**config.mk**
```make
export PLATFORM = sky130hd
export DESIGN_NAME = pipeline_ctrl_flat
export DESIGN_NICKNAME = d
export VERILOG_FILES = /design/src/rtl/pipeline_ctrl_pkg.sv /design/src/rtl/pipeline_ctrl_if.sv /design/src/rtl/pipeline_ctrl_hazard_detect.sv /design/src/rtl/pipeline_ctrl.sv /design/src/flat_wrapper.sv
export SDC_FILE = /design/constraint.sdc
export NUM_CORES = 1
export LEC_CHECK = 0
export ABC_CLOCK_PERIOD_IN_PS = 2750
export CAP_MARGIN = 20
export CORE_UTILIZATION = 46
export CTS_BUF_LIST = sky130_fd_sc_hd__clkbuf_16
export DETAILED_ROUTE_END_ITERATION = 12
export MAX_ROUTING_LAYER = met4
export PLACE_DENSITY = 0.81
export SYNTH_ARGS = -nofsm -noshare
export SYNTH_HDL_FRONTEND = slang
export SYNTH_SLANG_ARGS = --single-unit
```
**constraint.sdc**
```tcl
create_clock -name clk -period 2.75 [get_ports clk]
set_clock_uncertainty 0.1 [all_clocks]
set_input_delay 0.55 -clock clk [delete_from_list [all_inputs] [get_ports clk]]
set_output_delay 0.55 -clock clk [all_outputs]
set_load 0.01 [all_outputs]
```
**src/rtl/pipeline_ctrl_pkg.sv**
```systemverilog
// pipeline_ctrl_pkg: shared types and widths for the pipeline stall/flush sequencer
package pipeline_ctrl_pkg;
    localparam int REG_W = 5;
    localparam int CNT_W = 32;
    typedef enum logic [1:0] {
        ST_IDLE,
        ST_WAIT,
        ST_HOLD_I,
        ST_HOLD_D
    } pipe_ctrl_state_t;
endpackage

```
**src/rtl/pipeline_ctrl_if.sv**
```systemverilog
// pipeline_ctrl_if: instruction/data memory handshake and hold-buffer controls
interface pipeline_ctrl_if;
    logic imem_read, imem_resp;
    logic dmem_read, dmem_write, dmem_resp;
    logic imem_buf_load, dmem_buf_load;
    logic imem_buf_sel, dmem_buf_sel;
    modport master (
        output imem_read, dmem_read, dmem_write,
        output imem_buf_load, dmem_buf_load, imem_buf_sel, dmem_buf_sel,
        input  imem_resp, dmem_resp
    );
    modport slave (
        input  imem_read, dmem_read, dmem_write,
        input  imem_buf_load, dmem_buf_load, imem_buf_sel, dmem_buf_sel,
        output imem_resp, dmem_resp
    );
endinterface

```
**src/rtl/pipeline_ctrl_hazard_detect.sv**
```systemverilog
// hazard_detect: load-use hazard between the EX-stage load and the ID-stage sources
module hazard_detect
    import pipeline_ctrl_pkg::*;
(
    input  logic             ex_mem_read,
    input  logic [REG_W-1:0] ex_rd,
    input  logic [REG_W-1:0] id_rs1,
    input  logic [REG_W-1:0] id_rs2,
    output logic             luh
);
    // x0 never carries a dependency, so a load to x0 needs no bubble
    always_comb luh = ex_mem_read && ex_rd != '0 && (ex_rd == id_rs1 || ex_rd == id_rs2);
endmodule

```
**src/rtl/pipeline_ctrl.sv**
```systemverilog
// pipeline_ctrl: stall/flush sequencer gating stage loads on imem/dmem completion
module pipeline_ctrl
    import pipeline_ctrl_pkg::*;
(
    input  logic             clk,
    input  logic             rst,
    pipeline_ctrl_if.master  mem,
    input  logic             mem_mem_read,
    input  logic             mem_mem_write,
    input  logic             ex_mem_read,
    input  logic [REG_W-1:0] ex_rd,
    input  logic [REG_W-1:0] id_rs1,
    input  logic [REG_W-1:0] id_rs2,
    input  logic             ex_pcmux_sel,
    output logic             pc_load,
    output logic             if_id_load,
    output logic             id_ex_load,
    output logic             ex_mem_load,
    output logic             mem_wb_load,
    output logic             if_id_flush,
    output logic             id_ex_flush,
    output logic [CNT_W-1:0] stall_cycles
);
    pipe_ctrl_state_t state, state_next;
    logic dmem_needed, active, i_ok, d_ok, advance, luh;

    hazard_detect u_hazard (
        .ex_mem_read (ex_mem_read),
        .ex_rd       (ex_rd),
        .id_rs1      (id_rs1),
        .id_rs2      (id_rs2),
        .luh         (luh)
    );

    // state register; reset abandons any access in flight
    always_ff @(posedge clk or posedge rst)
        if (rst) state <= ST_IDLE;
        else state <= state_next;

    // handshake completion, next state, requests, buffer and stage controls
    always_comb begin
        dmem_needed = mem_mem_read | mem_mem_write;
        active = state != ST_IDLE;
        i_ok = mem.imem_resp | (state == ST_HOLD_I);
        d_ok = ~dmem_needed | mem.dmem_resp | (state == ST_HOLD_D);
        advance = active & i_ok & d_ok;
        state_next = (!active || advance) ? ST_WAIT :
                     (state == ST_WAIT && mem.imem_resp) ? ST_HOLD_I :
                     (state == ST_WAIT && mem.dmem_resp && dmem_needed) ? ST_HOLD_D : state;
        mem.imem_read = state == ST_WAIT || state == ST_HOLD_D;
        mem.dmem_read = mem_mem_read & (state == ST_WAIT || state == ST_HOLD_I);
        mem.dmem_write = mem_mem_write & (state == ST_WAIT || state == ST_HOLD_I);
        mem.imem_buf_load = active & mem.imem_resp & ~advance;
        mem.dmem_buf_load = active & mem.dmem_resp & ~advance;
        mem.imem_buf_sel = state == ST_HOLD_I;
        mem.dmem_buf_sel = state == ST_HOLD_D;
        id_ex_load = advance;
        ex_mem_load = advance;
        mem_wb_load = advance;
        pc_load = advance & (ex_pcmux_sel | ~luh);
        if_id_load = advance & (ex_pcmux_sel | ~luh);
        if_id_flush = advance & ex_pcmux_sel;
        id_ex_flush = advance & (ex_pcmux_sel | luh);
    end

    // saturating count of cycles in which the pipeline did not advance
    always_ff @(posedge clk or posedge rst)
        if (rst) stall_cycles <= '0;
        else if (!advance && stall_cycles != '1) stall_cycles <= stall_cycles + 1'b1;
endmodule

```
**src/flat_wrapper.sv**
```systemverilog
// flat-port wrapper written by rule: the top's interface ports become plain ports
module pipeline_ctrl_flat import pipeline_ctrl_pkg::*;
  (clk, rst, mem_mem_read, mem_mem_write, ex_mem_read, ex_rd, id_rs1, id_rs2, ex_pcmux_sel, pc_load, if_id_load, id_ex_load, ex_mem_load, mem_wb_load, if_id_flush, id_ex_flush, stall_cycles, mem_imem_read, mem_dmem_read, mem_dmem_write, mem_imem_buf_load, mem_dmem_buf_load, mem_imem_buf_sel, mem_dmem_buf_sel, mem_imem_resp, mem_dmem_resp);
  pipeline_ctrl_if mem_i ();
  input  logic clk;
  input  logic rst;
  input  logic mem_mem_read;
  input  logic mem_mem_write;
  input  logic ex_mem_read;
  input  logic [REG_W-1:0] ex_rd;
  input  logic [REG_W-1:0] id_rs1;
  input  logic [REG_W-1:0] id_rs2;
  input  logic ex_pcmux_sel;
  output logic pc_load;
  output logic if_id_load;
  output logic id_ex_load;
  output logic ex_mem_load;
  output logic mem_wb_load;
  output logic if_id_flush;
  output logic id_ex_flush;
  output logic [CNT_W-1:0] stall_cycles;
  output wire logic [$bits(mem_i.imem_read)-1:0] mem_imem_read;
  output wire logic [$bits(mem_i.dmem_read)-1:0] mem_dmem_read;
  output wire logic [$bits(mem_i.dmem_write)-1:0] mem_dmem_write;
  output wire logic [$bits(mem_i.imem_buf_load)-1:0] mem_imem_buf_load;
  output wire logic [$bits(mem_i.dmem_buf_load)-1:0] mem_dmem_buf_load;
  output wire logic [$bits(mem_i.imem_buf_sel)-1:0] mem_imem_buf_sel;
  output wire logic [$bits(mem_i.dmem_buf_sel)-1:0] mem_dmem_buf_sel;
  input wire logic [$bits(mem_i.imem_resp)-1:0] mem_imem_resp;
  input wire logic [$bits(mem_i.dmem_resp)-1:0] mem_dmem_resp;
  assign mem_imem_read = mem_i.imem_read;
  assign mem_dmem_read = mem_i.dmem_read;
  assign mem_dmem_write = mem_i.dmem_write;
  assign mem_imem_buf_load = mem_i.imem_buf_load;
  assign mem_dmem_buf_load = mem_i.dmem_buf_load;
  assign mem_imem_buf_sel = mem_i.imem_buf_sel;
  assign mem_dmem_buf_sel = mem_i.dmem_buf_sel;
  assign mem_i.imem_resp = mem_imem_resp;
  assign mem_i.dmem_resp = mem_dmem_resp;
  pipeline_ctrl u_core (.clk(clk), .rst(rst), .mem(mem_i), .mem_mem_read(mem_mem_read), .mem_mem_write(mem_mem_write), .ex_mem_read(ex_mem_read), .ex_rd(ex_rd), .id_rs1(id_rs1), .id_rs2(id_rs2), .ex_pcmux_sel(ex_pcmux_sel), .pc_load(pc_load), .if_id_load(if_id_load), .id_ex_load(id_ex_load), .ex_mem_load(ex_mem_load), .mem_wb_load(mem_wb_load), .if_id_flush(if_id_flush), .id_ex_flush(id_ex_flush), .stall_cycles(stall_cycles));
endmodule
```
Word level (Yosys, flattened, before mapping)
Cells that the tools add are included.
- ROM bits: 0
- bits of input ports: 23
- memories: 0
- output and inout bits: 46
- bits in registers: 34
- latch bits: 0
- word-level logic and storage cells: 47
- memory bits (writable): 0
- add/subtract/negate cells: 1
- $mul: 0
- magnitude comparators: 0
- reductions and logical operators: 15
- bitwise operators: 20
- muxes and demuxes: 3
- divide/modulo/power cells: 0
- shift operators: 0
- equality and inequality tests: 6
- operators with widths (cell ; number):
    32-bit by 1-bit adder with 32-bit output (second input constant) ; 1
    32-bit inequality test (second input constant) ; 1
    1-bit AND ; 11
    5-bit == test ; 2
    1-bit logical AND ; 6
    2-bit two-way mux ; 3
    1-bit OR ; 6
    5-bit nonzero test ; 1
    2-bit == test (second input constant) ; 2
    1-bit logical OR ; 4
    1-bit inverter ; 3
    3-bit nonzero test ; 1
    2-bit by 1-bit == test with 1-bit output (second input constant) ; 1
    1-bit zero test ; 2
    2-bit nonzero test ; 1

Logic depth before layout (Yosys ltp)
- word-level depth: 7
- gate-level depth with buffers: 7
- depth with buffers taken out: 6

Cells and area by module
A second synthesis with hierarchy kept.
- cells, all modules: 205
- area total of the unflattened synthesis: 2099.5 um2
- modules (own cells, without submodules) (module ; area an instance (um2) ; instances ; cells an instance):
    pipeline_ctrl ; 1974.4 ; 1 ; 188
    hazard_detect ; 125.1 ; 1 ; 17

Worst setup path after synthesis
OpenSTA, ideal clock, no wires.
- path kind: register to output
- start: register u_core.state[0]
- end: output port mem_imem_buf_load
- path slack: 379 ps
- required time: 2100 ps
- data arrival time: 1721 ps
- cell stages (with the launch flop): 6
- path through: dfrtp_1 > ha_1 > o31ai_2 > inv_1 > nor2_1 > and2_1
- elaborated cells between the ends (all ways): 10
- those cells by class: eq/ne: 2; bitwise: 7; reduce/logical: 1
- RTL lines (what ; line ; RTL):
    start, declared ; pipeline_ctrl.sv:24 ; pipe_ctrl_state_t state, state_next;
    start signal, assigned ; pipeline_ctrl.sv:38 ; else state <= state_next;
    2-bit == test ; - ;
    net mem_dmem_buf_sel ; flat_wrapper.sv:28 ; output wire logic [$bits(mem_i.dmem_buf_sel)-1:0] mem_dmem_buf_sel;
    1-bit OR ; pipeline_ctrl.sv:45 ; d_ok = ~dmem_needed | mem.dmem_resp | (state == ST_HOLD_D);
    1-bit AND ; pipeline_ctrl.sv:46 ; advance = active & i_ok & d_ok;
    net ex_mem_load ; flat_wrapper.sv:17 ; output logic ex_mem_load;
    1-bit inverter ; pipeline_ctrl.sv:53 ; mem.imem_buf_load = active & mem.imem_resp & ~advance;
    1-bit AND ; pipeline_ctrl.sv:53 ;
    end, declared ; flat_wrapper.sv:25 ; output wire logic [$bits(mem_i.imem_buf_load)-1:0] mem_imem_buf_load;
The timed path passes the listed nets, and every way through them passes these cells.

Worst setup path in the final report
- start: input port ex_rd[2]
- end: output port id_ex_flush
- longest elaborated chain between the ends: 5
- elaborated cells between the ends (all ways): 8
- those cells by class: eq/ne: 2; bitwise: 2; reduce/logical: 4
- RTL lines (what ; line ; RTL):
    start, declared ; flat_wrapper.sv:10 ; input logic [REG_W-1:0] ex_rd;
    5-bit == test or 5-bit nonzero test (tied branches) ; pipeline_ctrl_hazard_detect.sv:12 ; always_comb luh = ex_mem_read && ex_rd != '0 && (ex_rd == id_rs1 || ex_rd == id_rs2);
    1-bit logical OR or 1-bit logical AND (tied branches) ; pipeline_ctrl_hazard_detect.sv:12 ;
    1-bit logical AND * ; pipeline_ctrl_hazard_detect.sv:12 ;
    1-bit OR * ; pipeline_ctrl.sv:63 ; id_ex_flush = advance & (ex_pcmux_sel | luh);
    1-bit AND * ; pipeline_ctrl.sv:63 ;
    end, declared ; flat_wrapper.sv:20 ; output logic id_ex_flush;
Mark *: on every way between the ends. The rest lies on a longest branch, timed or not.

==> metrics.txt <==
status=finished clean; critical path class=input port to output pin; worst-margin pin slew=between 0.4 and 0.5 ns; Initial Util=between 40 and 50%; Synth Flop Type=dfrtp_1; share of cells above drive strength 1=14.3%; HPWL after detailed placement=~3.6 mm; Seq/Total Area, Yosys=42.1%; Slew Viols, Final=0; Crit. End Element=output pin; worst skew pair latency=0.28 ns; leak pwr=around 0.0014 uW; # DRC=0; switching part of the total power=between 30% and 40%; final wirelength=around 5 mm; DRT iter0 DRCs=45; CTS tree=built; Hold Path End=u_core.stall_cycles[23]; flops & latches, synth=34; CTS Buffer Depth=2; vias in the first global route=around 1700; Reg clk slew, reported paths=0.05 ns; synthesized cell area=2020 um2; Peak supply drop=roughly 0.53 mV; Final Cycle Share=a little over nine tenths; Port Buffers=between 60 and 70; Die Area=4660 um2; Syn Inst Count=a little over 200; core region area=roughly 4100 um2; Final nets=~310; Mapped Nets=around 230; total congestion overflow=0; # setup viols final=0; FMAX=roughly 380 MHz; Hold Path Origin=u_core.stall_cycles[23]; CP max stage cell=or4_4; Layout area overhead=47.4%; worst-path fanout max=2; RSZ-0062 raised after global routing=false; vias post-DR=around 1800; reg2reg path depth=7; CP peak stage delay=just over 0.5 ns; height of the die=slightly below 70 um; worst hold path type=register to register; Avg Synthesized Cell Area=about 10 um2; cts hold-fix bufs=0; Tot GR Track Use=24.0%; reg2reg start=u_core.stall_cycles[0]; total CTS buffers=5; clock share of power=between 20% and 30%; fillcell total=roughly 300; drt first pass iters=4; Tot Pwr=1850 uW; Hold Path Cell Cnt=1; Post-DRT Antenna Nets=0; sequential share of power=~35%; Inserted Diodes=0; drt wl/cell=14.8 um; Rows=23; most common cell after layout, fill and taps aside=clkdlybuf4s50_1; WHS=roughly 0.38 ns; CTS sink count=34; Placement Setup Slack=-0.459 ns; Max-slew headroom=between 70% and 80%; Via density=between 5 and 6; power per cell area=between 600 and 700 nW/um2; setup ws final=around 0.084 ns; GP Congestion=between 0.8 and 0.9; H-tree levels=2; Root Buffer=clkbuf_16; P_sw=580 uW; I/O pins=between 60 and 70; combinational power share=a little over a third; FF/Latch Area=approximately 850 um2; most frequent cells in the layout=clkdlybuf4s50_1, dfrtp_1, xor2_1; warnings from Yosys=0; max-cap violation count=0; critical-path cell list=clkdlybuf4s50_1 -> or4_4 -> o21ai_4 -> a21oi_2 -> o21a_1 -> buf_2; Final Critical Period=2.67 ns; Worst Path Required=about 2.1 ns; reg-to-reg endpoint=u_core.stall_cycles[23]; area taken by multi-input logic gates=roughly 1100 um2; Unique masters post-synth=38; Arrival @ worst endpoint=around 2 ns; global-route wire length before repair=between 7 and 8 mm; largest net degree at the start of global routing=35; startpoint type of the worst setup path=input port; count of flip-flops with a built-in enable after synthesis=0; Internal Power=around 1300 uW; Hold Vio Cnt, Final=0; fraction of registers with async set or reset after synthesis=between 90% and 100%; Die Wd=around 68 um; initial antenna violation count=0; reg-to-reg slack, setup=around 0.41 ns
[power by group through the flow]
stage | logic (uW) | registers, uW | clock network (uW)
floorplan | 326 | 669 | 0
global placement | 679 | 662 | 0
detailed placement | 688 | 662 | 0
CTS | 681 | 655 | 528
global route | 741 | 669 | 557
finish | 670 | 655 | 525
[synth_stat cells, types with 2 or more instances]
cell type | number | share of area [%]
a21oi_1 | 5 | 1.2
and2_1 | 4 | 1.2
and3_1 | 5 | 1.5
and4_1 | 4 | 1.7
buf_2 | 2 | 0.50
buf_4 | 3 | 1.1
buf_6 | 2 | 1.1
dfrtp_1 | 34 | 42
ha_1 | 5 | 3.1
inv_1 | 6 | 1.1
mux2_2 | 2 | 1.1
nand2_1 | 18 | 3.3
nand3_1 | 10 | 2.5
nand4_1 | 13 | 4.0
nor2_1 | 14 | 2.6
nor3_1 | 10 | 2.5
nor4_1 | 4 | 1.2
nor4_2 | 2 | 1.2
o211ai_1 | 2 | 0.74
o21a_1 | 3 | 1.1
o21ai_0 | 3 | 0.74
xnor2_1 | 14 | 6.1
xor2_1 | 24 | 10
[sequential cells by signal, summed over array words and instances, names as in the netlist]
| name | flops |
|---|---|
| u_core.stall_cycles | 32 |
| u_core.state | 2 |
[cell type report]
cell class	count	area share (%)
Multi-Input combinational cell	156	37.6
Sequential cell	34	28.5
Timing Repair Buffer	83	26.4
Clock buffer	5	4.20
Tap cell	50	2.10
Inverter	6	0.756
Clock inverter	3	0.420
[metal layers]
layer | wire length [um] | vias up | global-route usage, %
met3 | 509 | 8 | 7.50
met4 | 73 | 0 | 8.07
met2 | 2340 | 80 | 39.3
met5 | 0 | - | -
met1 | 2070 | 855 | 27.7
li1 | - | 888 | -
[critical path, delay by kind of cell]
kind / cells / cell delay (ns)
AO/OA/AOI/OAI: 3 / 0.39
AND/OR/NAND/NOR: 1 / 0.51
buffers and inverters: 2 / 0.57
[cell families after synthesis]
logic type / synth area share, %
AOI/OAI and AO/OA: 6.19
xor gates and xnor gates: 16.5
adders and majority gates: 3.09
buffers and inverters: 4.02
DFF: 42.1
muxes: 1.11
and+or+nand+nor: 27.0
[worst max path at each step]
stage / cells after the start / from / end
3_5_place_dp: 6 / ex_rd[0] / if_id_load
3_3_place_gp: 6 / ex_rd[0] / pc_load
5_1_grt: 8 / ex_rd[2] / id_ex_flush
4_1_cts: 6 / ex_rd[4] / if_id_load
2_1_floorplan: 5 / u_core.state[0] / mem_imem_buf_load
6_report: 6 / ex_rd[2] / id_ex_flush
[timing repair]
item                                    CTS  global route
setup buffers                             0             0
hold endpoints to repair                  0             0
endpoints found under the setup margin    4             4
pin swaps                                 2             5
resized for setup                        21             7
[metrics by stage]
step / setup TNS (ns) / cell area (um2) / util [%] / cells
floorplan: 0 / 2020 / - / 204
global placement: -1.14 / 2820 / 68.5 / 329
detailed placement: -1.38 / 2820 / 68.5 / 329
CTS: -0.00688 / 2970 / 72.1 / 337
global route: 0 / 2980 / 72.4 / 337
finish: 0 / 2980 / 72.4 / 337
(Power assumes the default switching activity.)
==> RTL edit, RTL diff (same flow settings) <==
Set the package constant `REG_W` to 6 (it was 5).
--- a/src/rtl/pipeline_ctrl_pkg.sv
+++ b/src/rtl/pipeline_ctrl_pkg.sv
@@ -1,6 +1,6 @@
 // pipeline_ctrl_pkg: shared types and widths for the pipeline stall/flush sequencer
 package pipeline_ctrl_pkg;
-    localparam int REG_W = 5;
+    localparam int REG_W = 6;
     localparam int CNT_W = 32;
     typedef enum logic [1:0] {
         ST_IDLE,
Ports: changed (resized ex_rd, id_rs1 and id_rs2); port bits go from 69 to 72. No check against the original RTL was run, so the function may have changed too.
==> RTL edit against the unedited design <==
- first-iteration DRC count grew to 3.0 times the old value
- hold slack lost 52 ps
- power grew 5.0%
- sequential share of layout area shrank 0.24 points
- count of clock-buffer cells in the layout is the same
- wire length shrank 0.42%
- final cell count grew 2.4%
- synthesized cell count shrank 0.49%
- sequential cell count is the same
- clock power shrank 2%
- synthesized area shrank 2.6%
- design area grew 0.84%
- worst setup slack lost 46 ps
- critical endpoint is now if_id_load
==> RTL edit: results (changes against the unedited design) <==
| Metric | Value |
|---|---|
| First-pass GRT wire length | 7910 um (was 7850 um) |
| HPWL Detailed | 3600 um (was 3620 um) |
| Routed WL per cell | 14.4 um (was 14.8 um) |
| Fin cells | 345 (was 337) |
| Seq/Total Area, Yosys | 0.432 (was 0.421) |
| Final ANT Viol Nets | 0 (unchanged) |
| Root buffer cell | clkbuf_16 (unchanged) |
| Vias in the first global route | 1694 (was 1690) |
| Synth Warn # | 0 (unchanged) |
| Iteration count of the initial detailed-routing pass | 4 (unchanged) |
| Initial antenna violation count | 0 (unchanged) |
| Hold Path Class | in -> async (was reg -> reg) |
| Largest net degree at the start of global routing | 33 (was 35) |
| GR Layer Usage met2 | 0.395 (was 0.393) |
| Clock Path Buffers | 2 (unchanged) |
| Mean cell area of the mapped netlist | 9.70 um^2 (was 9.91 um^2) |
| Number of distinct library cells after synthesis | 33 (was 38) |
| Status | complete, no violations (unchanged) |
| CP peak stage delay | 560 ps (was 510 ps) |
| Via density | 5.25 (was 5.43) |
| FILL cells | 291 (was 299) |
| Total Routing Usage GR | 0.248 (was 0.240) |
| Max transition margin | 0.672 (was 0.715) |
| Peak supply drop | 0.618 mV (was 0.528 mV) |
| Diode count | 0 (unchanged) |
| Num CTS Buffers | 5 (unchanged) |
| Area after DPL | 2810 um^2 (was 2820 um^2) |
| CP max FO | 3 (was 2) |
| Initial DRC Count | 133 (was 45) |
| WP data arrival | 2060 ps (was 2020 ps) |
| Grt met1 use | 0.294 (was 0.277) |
| DP Worst Slack | -502 ps (was -459 ps) |
| Mapped Nets | 234 (was 232) |
| Synth top area cells | dfrtp_1 43%, xnor2_1 11%, xor2_1 8.4% (was dfrtp_1 42%, xor2_1 10%, xnor2_1 6.1%) |
| RD Place Congestion | 0.829 (was 0.804) |
| LEAKAGE | 0.00142 uW (was 0.00138 uW) |
| # H-tree levels | 2 (unchanged) |
| Port Buffers | 71 (was 68) |
| Placed cells | 333 (was 329) |
| Synth cell count leaders | 34 x dfrtp_1, 26 x nand2_1, 24 x xnor2_1 (was 34 x dfrtp_1, 24 x xor2_1, 18 x nand2_1) |
| Clock latency on the worst-skew pair | 280 ps (about the same) |
| Met3 layer usage reported by global route | 0.0743 (was 0.0750) |
| Layout cells sized above 1 | 0.146 (was 0.143) |
| Critical-path top delay cell | clkdlybuf4s50_1 (was or4_4) |
| Clock Pin Slew Worst Setup and Hold Paths | 50 ps (about the same) |
| Largest reg by FF count | u_core.stall_cycles (unchanged) |
| CP delay by family, top | buffers and inverters (unchanged) |
==> RTL edit: cell count changes in the layout (fill, tap and decap cells not counted), sizes merged, moves of 3 or more <==
cell and change:
a21oi -5, and4 -3, buf +5, clkdlybuf4s50 +5, nand2 +8, xnor2 +10, xor2 -5
==> RTL edit: cells by family after synthesis <==
logic type	Yosys count	synth area share
flops	34	0.432
xor+xnor	43	0.191
fa+ha+maj	5	0.0318
mux	1	0.00572
buf+inv	13	0.0368
simple gates	98	0.266
compound gates	9	0.0368
==> RTL edit: per-layer routing <==
layer	share of wire	wire, um
met2	0.49	2430
met1	0.43	2160
met5	0	0
met4	0.026	129
met3	0.050	249
==> RTL edit: what timing repair did <==
item	4_1_cts	5_1_grt
buffers inserted	4	1
endpoints found under the setup margin	6	7
pin swaps	4	3
gates resized for setup	20	10
cloned	0	0
==> RTL edit: per-stage QoR <==
stage               hold slack [ps]   util
global placement                404  0.692
floorplan                       433      -
finish                          330  0.741
CTS                             333  0.732
global route                    336  0.741
detailed placement              409  0.692
==> RTL edit: where the power goes <==
part	internal, uW	switching, uW	leakage [uW]
combinational	444	321	0.000905
clock	323	192	0.0000723
sequential	568	93.7	0.000447
==> RTL edit: path summary, 6_finish.rpt <==
| path | slack, ps | start | cells past startpoint | end |
|---|---|---|---|---|
| worst max-delay path | 40 | ex_rd[1] | 7 | if_id_load |
| min in group clk | 420 | u_core.stall_cycles[11] | 1 | u_core.stall_cycles[11] |
| worst min register to register | 420 | u_core.stall_cycles[11] | 1 | u_core.stall_cycles[11] |
| max in group asynchronous | 1620 | rst | 3 | u_core.stall_cycles[14] |
| worst min-delay path | 330 | rst | 2 | u_core.state[0] |
| worst max register to register | 300 | u_core.stall_cycles[0] | 7 | u_core.stall_cycles[4] |
==> RTL edit: area by class of cell <==
| type | instances | area [um^2] | share of cell area |
|---|---|---|---|
| flip-flops and latches | 34 | 851 | 0.283 |
| clock buffers | 5 | 125 | 0.0416 |
| repair buffers | 91 | 847 | 0.282 |
| well taps | 50 | 62.6 | 0.0208 |
| multi-input cells | 156 | 1090 | 0.361 |
| inverters | 7 | 26.3 | 0.00874 |
| clock inverters | 2 | 7.51 | 0.00250 |
==> RTL edit: worst reg2reg max path, stage by stage (launching register included) <==
cell	delay [ps]
dfrtp_1	420
ha_1	220
nand4_1	160
or4_4	560
o21bai_2	450
buf_4	230
nor2_1	60
xor2_1	140
